===== src/rtl/line_scaler.sv =====
// line_scaler: double-buffered line store that replays 160-pixel RGB332 source
// lines scaled x4 horizontally and x2 vertically into the 720x480 active window.
// Ports:
//   clk, reset_n            pixel clock, asynchronous active-low reset
//   in_image, in_vblank     raster flags from hdmi
//   wr_valid, wr_data       source pixel stream (RGB332), wr_ready back-pressure
//   line_request            pulse: a line swap succeeded, writer may send next line
//   frame_start             pulse: rising edge of in_vblank seen
//   underrun                pulse: swap was due but the write bank was incomplete
//   red, green, blue        registered 8-bit expanded colour
module line_scaler #(
    parameter int unsigned SRC_WIDTH    = 160,
    parameter int unsigned SRC_HEIGHT   = 240,
    parameter int unsigned H_SCALE      = 4,
    parameter int unsigned V_SCALE      = 2,
    parameter int unsigned H_OFFSET     = 40,
    parameter logic [7:0]  BORDER_COLOR = 8'h00
) (
    input  logic       clk,
    input  logic       reset_n,
    input  logic       in_image,
    input  logic       in_vblank,
    input  logic       wr_valid,
    input  logic [7:0] wr_data,
    output logic       wr_ready,
    output logic       line_request,
    output logic       frame_start,
    output logic       underrun,
    output logic [7:0] red,
    output logic [7:0] green,
    output logic [7:0] blue
);

    localparam int unsigned XW     = (SRC_WIDTH > 1) ? $clog2(SRC_WIDTH) : 1;
    localparam int unsigned CW     = $clog2(SRC_WIDTH + 1);
    localparam int unsigned YW     = $clog2(SRC_HEIGHT + 1);
    localparam int unsigned HW     = (H_SCALE > 1) ? $clog2(H_SCALE) : 1;
    localparam int unsigned VW     = (V_SCALE > 1) ? $clog2(V_SCALE) : 1;
    localparam int unsigned COL_W  = 10;
    localparam int unsigned ROW_W  = 9;
    localparam int unsigned WIN_LO = H_OFFSET;
    localparam int unsigned WIN_HI = H_OFFSET + SRC_WIDTH * H_SCALE;

    logic [7:0]       mem [2][SRC_WIDTH];
    logic             rd_bank;
    logic [CW-1:0]    wr_count;
    logic             img_q;
    logic             vb_q;
    logic [COL_W-1:0] col;
    logic [HW-1:0]    hrep;
    logic [CW-1:0]    src_x;
    logic [ROW_W-1:0] row;
    logic [VW-1:0]    vrep;
    logic [YW-1:0]    src_y;
    logic [7:0]       rd_q;
    logic             show_q;

    logic img_fall;
    logic vb_rise;
    logic vb_fall;
    logic row_ok;
    logic in_win;
    logic line_full;
    logic wr_fire;
    logic swap_due;
    logic [7:0] pix;

    // Edge detection and window/eligibility decode
    assign img_fall  = img_q & ~in_image;
    assign vb_rise   = in_vblank & ~vb_q;
    assign vb_fall   = vb_q & ~in_vblank;
    assign row_ok    = (src_y < YW'(SRC_HEIGHT));
    assign in_win    = in_image && (col >= COL_W'(WIN_LO)) && (col < COL_W'(WIN_HI));
    assign line_full = (wr_count == CW'(SRC_WIDTH));
    assign wr_ready  = ~line_full;
    assign wr_fire   = wr_valid & wr_ready;
    assign swap_due  = vb_fall | (img_fall & (vrep == VW'(V_SCALE - 1)) & row_ok);

    // Bank control: frame restart discards a partial line and wins over a swap
    always_ff @(posedge clk or negedge reset_n) begin
        if (!reset_n) begin
            img_q        <= 1'b0;
            vb_q         <= 1'b0;
            rd_bank      <= 1'b0;
            wr_count     <= '0;
            line_request <= 1'b0;
            frame_start  <= 1'b0;
            underrun     <= 1'b0;
        end else begin
            img_q        <= in_image;
            vb_q         <= in_vblank;
            line_request <= 1'b0;
            underrun     <= 1'b0;
            frame_start  <= vb_rise;
            if (vb_rise) begin
                wr_count <= '0;
            end else if (swap_due && line_full) begin
                rd_bank      <= ~rd_bank;
                wr_count     <= '0;
                line_request <= 1'b1;
            end else begin
                if (swap_due) underrun <= 1'b1;
                if (wr_fire)  wr_count <= wr_count + CW'(1);
            end
        end
    end

    // Horizontal position: hrep sub-counter steps src_x every H_SCALE columns
    always_ff @(posedge clk or negedge reset_n) begin
        if (!reset_n) begin
            col   <= '0;
            hrep  <= '0;
            src_x <= '0;
        end else if (!in_image) begin
            col   <= '0;
            hrep  <= '0;
            src_x <= '0;
        end else begin
            col <= col + COL_W'(1);
            if (in_win) begin
                if (hrep == HW'(H_SCALE - 1)) begin
                    hrep  <= '0;
                    src_x <= src_x + CW'(1);
                end else begin
                    hrep <= hrep + HW'(1);
                end
            end
        end
    end

    // Vertical position: advances at end of each active line, src_y saturates
    always_ff @(posedge clk or negedge reset_n) begin
        if (!reset_n) begin
            row   <= '0;
            vrep  <= '0;
            src_y <= '0;
        end else if (in_vblank) begin
            row   <= '0;
            vrep  <= '0;
            src_y <= '0;
        end else if (img_fall) begin
            row <= row + ROW_W'(1);
            if (vrep == VW'(V_SCALE - 1)) begin
                vrep <= '0;
                if (row_ok) src_y <= src_y + YW'(1);
            end else begin
                vrep <= vrep + VW'(1);
            end
        end
    end

    // Line RAM: stream side writes the idle bank, display side reads rd_bank
    always_ff @(posedge clk) begin
        if (wr_fire) mem[~rd_bank][XW'(wr_count)] <= wr_data;
        if (in_win)  rd_q <= mem[rd_bank][XW'(src_x)];
    end

    // Output stage: border select and RGB332 bit-replication expansion
    assign pix = show_q ? rd_q : BORDER_COLOR;

    always_ff @(posedge clk or negedge reset_n) begin
        if (!reset_n) begin
            show_q <= 1'b0;
            red    <= '0;
            green  <= '0;
            blue   <= '0;
        end else begin
            show_q <= in_win & row_ok;
            red    <= {pix[7:5], pix[7:5], pix[7:6]};
            green  <= {pix[4:2], pix[4:2], pix[4:3]};
            blue   <= {pix[1:0], pix[1:0], pix[1:0], pix[1:0]};
        end
    end

endmodule


===== config.mk =====
export PLATFORM = sky130hd
export DESIGN_NAME = line_scaler
export DESIGN_NICKNAME = d
export VERILOG_FILES = /design/src/rtl/line_scaler.sv
export SDC_FILE = /design/constraint.sdc
export NUM_CORES = 2
export LEC_CHECK = 0
export CORE_ASPECT_RATIO = 1.5
export CORE_MARGIN = 3
export CORE_UTILIZATION = 55
export DETAILED_ROUTE_END_ITERATION = 6
export PLACE_DENSITY = 0.69
export SETUP_SLACK_MARGIN = 0.2
export SLEW_MARGIN = 20
export SYNTH_ARGS = -nofsm -noshare
export SYNTH_HDL_FRONTEND = slang
export SYNTH_SLANG_ARGS = --single-unit

===== constraint.sdc =====
create_clock -name clk -period 6.64 [get_ports clk]
set_input_delay 1.328 -clock clk [delete_from_list [all_inputs] [get_ports clk]]
set_output_delay 1.328 -clock clk [all_outputs]
set_load 0.005 [all_outputs]

* Yosys cells after proc, flatten, opt, wreduce, memory -nomap -nowiden
Memory sizes are Yosys's and may differ from the RTL's. Cells that the tools add are included.
Word-level totals: bits in registers 76, RAM bits 2560, input bits 13, logic and storage cells 91, memories kept 1
Cells by class: $add $sub $neg 6, magnitude comparators 6, equal/unequal tests 4, mux-type cells 30, bitwise operators 16, reductions and logical operators 11
Memories:
- mem | words 2, width 1280, rd ports 1, clocked after Yosys merged registers in 0, wr ports 1, RTL line 44 | logic [7:0] mem [2][SRC_WIDTH];
Operators by type and width (number):
- $mux W1280 | 1
- $mux W8 | 14
- $bmux W8 S8 | 1
- $demux W8 S8 | 1
- $add A8 B1 Y8 const B | 3
- $ge A9 B9 Y1 const B | 2
- $not A8 Y9 | 2
- $add A10 B1 Y10 const B | 1
- $ge A10 B6 Y1 const B | 1
- $lt A10 B10 Y1 const B | 1
- $mux W10 | 1
- $lt A9 B1 Y1 const B | 1
- $mux W1 | 9
- $eq A8 B8 Y1 const B | 1
- $lt A8 B8 Y1 const B | 1
- $and A1 B1 Y1 | 7
- $mux W2 | 3
- $not A1 Y1 | 6
- $reduce_bool A2 Y1 | 3
- $logic_and A1 B1 Y1 | 4
- $ne A2 B1 Y1 const B | 2
- $reduce_and A2 Y1 | 2
- $reduce_and A3 Y1 | 1
- $reduce_bool A3 Y1 | 1
- 4 further kinds | 4

* Logic depth before layout (Yosys ltp)
depth in word-level cells 8, depth in mapped cells 14, mapped depth without buffers 7

* Least setup slack after synthesis
No wires, ideal clock.
path kind register to register, start point reg rd_bank, end point mem mem[0][1168] (netlist name) (enable), setup time 370 ps, arrival 2694 ps, data required time 6270 ps, setup slack 3576 ps, cell stages (with the launch flop) 13, buffers on the path 9, clock period less this slack 3064 ps, cell sequence dfrtp_1 > buf_6 > buf_8 > buf_8 > buf_6 > buf_6 > buf_6 > buf_6 > buf_4 > nor2b_1 > nand2_1 > buf_2 > nor2_1
Between the ends: cells in the longest elaborated chain, start to end 1
Ends and longest elaborated chain:
- start, declared | RTL line 45 | logic rd_bank;
- start signal, assigned | RTL line 98 | rd_bank <= ~rd_bank;
- $not A1 Y1 | RTL line 154 | if (wr_fire) mem[~rd_bank][XW'(wr_count)] <= wr_data;
- end, declared | RTL line 44
Every way passes these cells.

* Worst setup path in the final report
start point reg rd_bank, end point reg rd_q[2], data pin
Between the ends: cells in the longest elaborated chain, start to end 4
Ends and longest elaborated chain:
- $mem_v2 Z2 W1280
- $bmux W8 S8 | RTL line 155 | if (in_win) rd_q <= mem[rd_bank][XW'(src_x)];
- $mux W8 (implied by the code) (2 in a row) | RTL line 155
- end signal, assigned | RTL line 155
- end, declared | RTL line 55 | logic [7:0] rd_q;
Every way passes these cells. The select of a mux whose other input is x is not followed. A chain may end at the register's enable or synchronous reset.

==> qor.yml <==
status:
  status: "finished with violations"
  violations: "design-rule violations"
clocking:
  cts_tree: "done"
  clk_latency_ns: 0.86
  cts_resized: 0
  clk_pin_slew_worst_paths_ns: 0.07
  cts_hold_buf: 0
  cts_buffers: 225
  cts_htree_levels: 4
  clk_path_buf_depth: 4
  cts.sinks: 2620
  post_cts_buffers: 0
  clockRootBuffer: "clkbuf_16"
sta:
  fmax_ghz: 0.205
  hold_violations: 0
  setup_tns_ns: 0
  fin_skew_ns: 0.0373
  tightest_slew_ns: 1.18
  slew_viol_final: 0
  setup_viol: 0
  slew-limit-headroom_pct: 21.3
  grt_setup_unrepaired: "false"
  finalCritPeriodShare_pct: 73.4
  setup_slack_ns: 1.76
  fin_crit_ns: 4.88
synth:
  synth_cell_types: 63
  syn_nets: 4881
  synth_top_area_cell: "edfxtp_1"
  yosys_register_bits: 2620
  synth.most_common_cell: "edfxtp_1"
  ys.warnings.count: 0
  ys_top_cells_by_area: "edfxtp_1 (76%), mux4_2 (14%), mux2i_1 (1.9%)"
  yosysTopAreaCellShare_pct: 75.6
  syn_area_um2: 102000
  synth-main-ff-cell: "edfxtp_1"
  synth_edf_count: 2568
  seq_area_frac_synth_pct: 76.9
  syn_avg_cell_area_um2: 21.0
  synthesis.instances: 4859
  ys_async_sr_fraction_pct: 1.98
  synth_common_cells: "edfxtp_1 (2568), mux4_2 (618), nor2_1 (375)"
placement:
  globalplace.congestion: 0.945
  post-place-cells: 7140
  place_hpwl_um: 164000
  place_ws_ns: 1.84
  port-buffer-count: 40
grt:
  first_global_vias: 50892
  grt_usage_pct: 28.4
  grt_overflow: 0
  grt_max_degree: 155
  antenna_found_initial: 15
  grt_pass1_wl_um: 383000
die:
  core_area_um2: 183000
  die_area_um2: 191000
  die_w_um: 358
  row_count: 192
  io-pin-count: 41
  die_y_um: 533
  start_util_pct: 55.6
worst_setup_path:
  cp-end-kind: "flop"
  worstPathMaxFanout: 47
  critPathBufInv: 2
  slowest_stage: "dfrtp_4"
  cp.required_ns: 7.25
  cpLargestDelayFamily: "compound AO/OA/AOI/OAI gates"
  crit_path_cell_trace: "buf_12 > buf_12 > mux4_2 > o21ai_0 > a21oi_1 > a2111oi_0 > nor4_1 > a211o_1"
  worstSetupStartpointType: "flop"
  path_class: "flop to flop"
  arrival_ns: 5.49
  worst_path_largest_cell_delay_ns: 1.04
  cp_common_cell: "buf_12"
hold_path:
  hp-class: "input pin to asynchronous set/reset pin"
final_layout:
  seqCellArea_um2: 78400
  syn2layout_area_growth_pct: 10.2
  drive_gt1_share_pct: 21.7
  nFillCells: 12374
  fin_util_pct: 61.3
  finalNetCount: 4964
  final_cells: 7541
  multi_input_area_um2: 21900
power:
  p_int_mw: 25.6
  power_switching_mw: 6.21
  power.leakage_nw: 33.6
  p_comb_share_pct: 1.6
  power_frac_seq_pct: 57.3
  p_clk_share_pct: 41.1
  p_per_area_nw_per_um2: 283
  ir_drop_v: 0.000226
  switching_share_pct: 19.5
routing:
  drt-vias-per-instance: 6.67
  route.detailed.drc: 2
  routedWlPerCell_um: 35.5
  drtIter0Drc: 6936
  drt-total-wl_um: 268000
  vias: 50280
  postRouteAntennaNets: 0
  first_pass_iters: 7
run:
  maxCapViolations: 0
==> power groups by stage <==
stage | sequential, mW | combinational [mW] | clock (mW)
floorplan | 18.6 | 0.0841 | 0
detailed placement | 18.6 | 0.511 | 0
finish | 18.2 | 0.513 | 13.1
global route | 18.2 | 0.537 | 13.8
CTS | 18.2 | 0.511 | 13.2
global placement | 18.6 | 0.495 | 0
==> worst paths after layout <==
check,cells after the start,from,slack [ns],endpoint
max,8,rd_bank,1.76,rd_q[2]
min,1,reset_n,0.33,src_y[4]
max reg2reg,8,rd_bank,1.76,rd_q[2]
min reg2reg,1,col[0],0.48,col[0]
max in group asynchronous,2,reset_n,5.42,src_x[0]
min in group clk,1,col[0],0.48,col[0]
==> through the flow <==
stage                     power (mW)  instance area (um^2)  hold WS, ns
after floorplan                 18.6                102000        0.427
after global placement          19.1                105000        0.471
after detailed placement        19.1                105000        0.480
after CTS                       31.9                112000        0.290
after global routing            32.5                112000        0.329
final                           31.8                112000        0.332
==> layout by cell type, fill, tap and decap left out, drive strengths merged, types with 6 or more instances in the layout <==
cell / n
a2111oi: 11
a211oi: 14
a21oi: 79
a221o: 7
a221oi: 27
a22o: 10
a22oi: 71
a31oi: 21
and2: 34
and3: 8
buf: 133
bufinv: 28
clkbuf: 263
clkdlybuf4s50: 31
clkinv: 95
clkinvlp: 10
dfrtp: 52
edfxtp: 2568
ha: 9
inv: 19
mux2: 6
mux2i: 196
mux4: 618
nand2: 132
nand3: 42
nand4: 11
nor2: 375
nor2b: 17
nor3: 19
nor4: 9
o211ai: 7
o21ai: 64
o221ai: 15
o22ai: 28
xnor2: 15
xor2: 12
==> worst reg2reg max path: stages, from the launching register on <==
cell and delay, ns:
dfrtp_4 1.04, buf_12 0.50, buf_12 0.35, mux4_2 0.64, o21ai_0 0.90, a21oi_1 0.16, a2111oi_0 0.66, nor4_1 0.10
a211o_1 0.29
==> cells by family after synthesis <==
| kind of cell | count (synthesis) | share of synthesized area, % |
|---|---|---|
| mux | 820 | 15.6 |
| fa+ha+maj | 9 | 0.110 |
| buf+inv | 325 | 1.71 |
| flops | 2620 | 76.9 |
| simple gates | 671 | 2.82 |
| compound gates | 387 | 2.56 |
| xor+xnor | 27 | 0.232 |
==> per-layer routing <==
metal	GRT usage, %	vias to the layer above	wire (um)
met3	4.94	642	25100
li1	-	20225	-
met1	37.0	26351	92400
met2	47.1	3054	135000
met5	0	-	40
met4	13.2	8	15100
==> flip-flops by register name, summed over array words and instances (netlist names) <==
register	flops
blue	2
underrun	1
show_q	1
green	3
red	3
hrep	2
img_q	1
src_x	8
rd_bank	1
line_request	1
src_y	8
vrep	1
vb_q	1
col	10
mem	2560
rd_q	8
frame_start	1
wr_count	8
==> final cells by class <==
class | instances | area share, %
Multi-Input combinational cell | 1914 | 19.5
Clock buffer | 263 | 5.20
Tap cell | 2425 | 2.70
Antenna cell | 3 | 0.00668
Clock inverter | 135 | 1.21
Inverter | 17 | 0.0613
Sequential cell | 2620 | 69.8
Timing Repair Buffer | 164 | 1.49
Note: power is estimated with default switching activity, not from simulation.
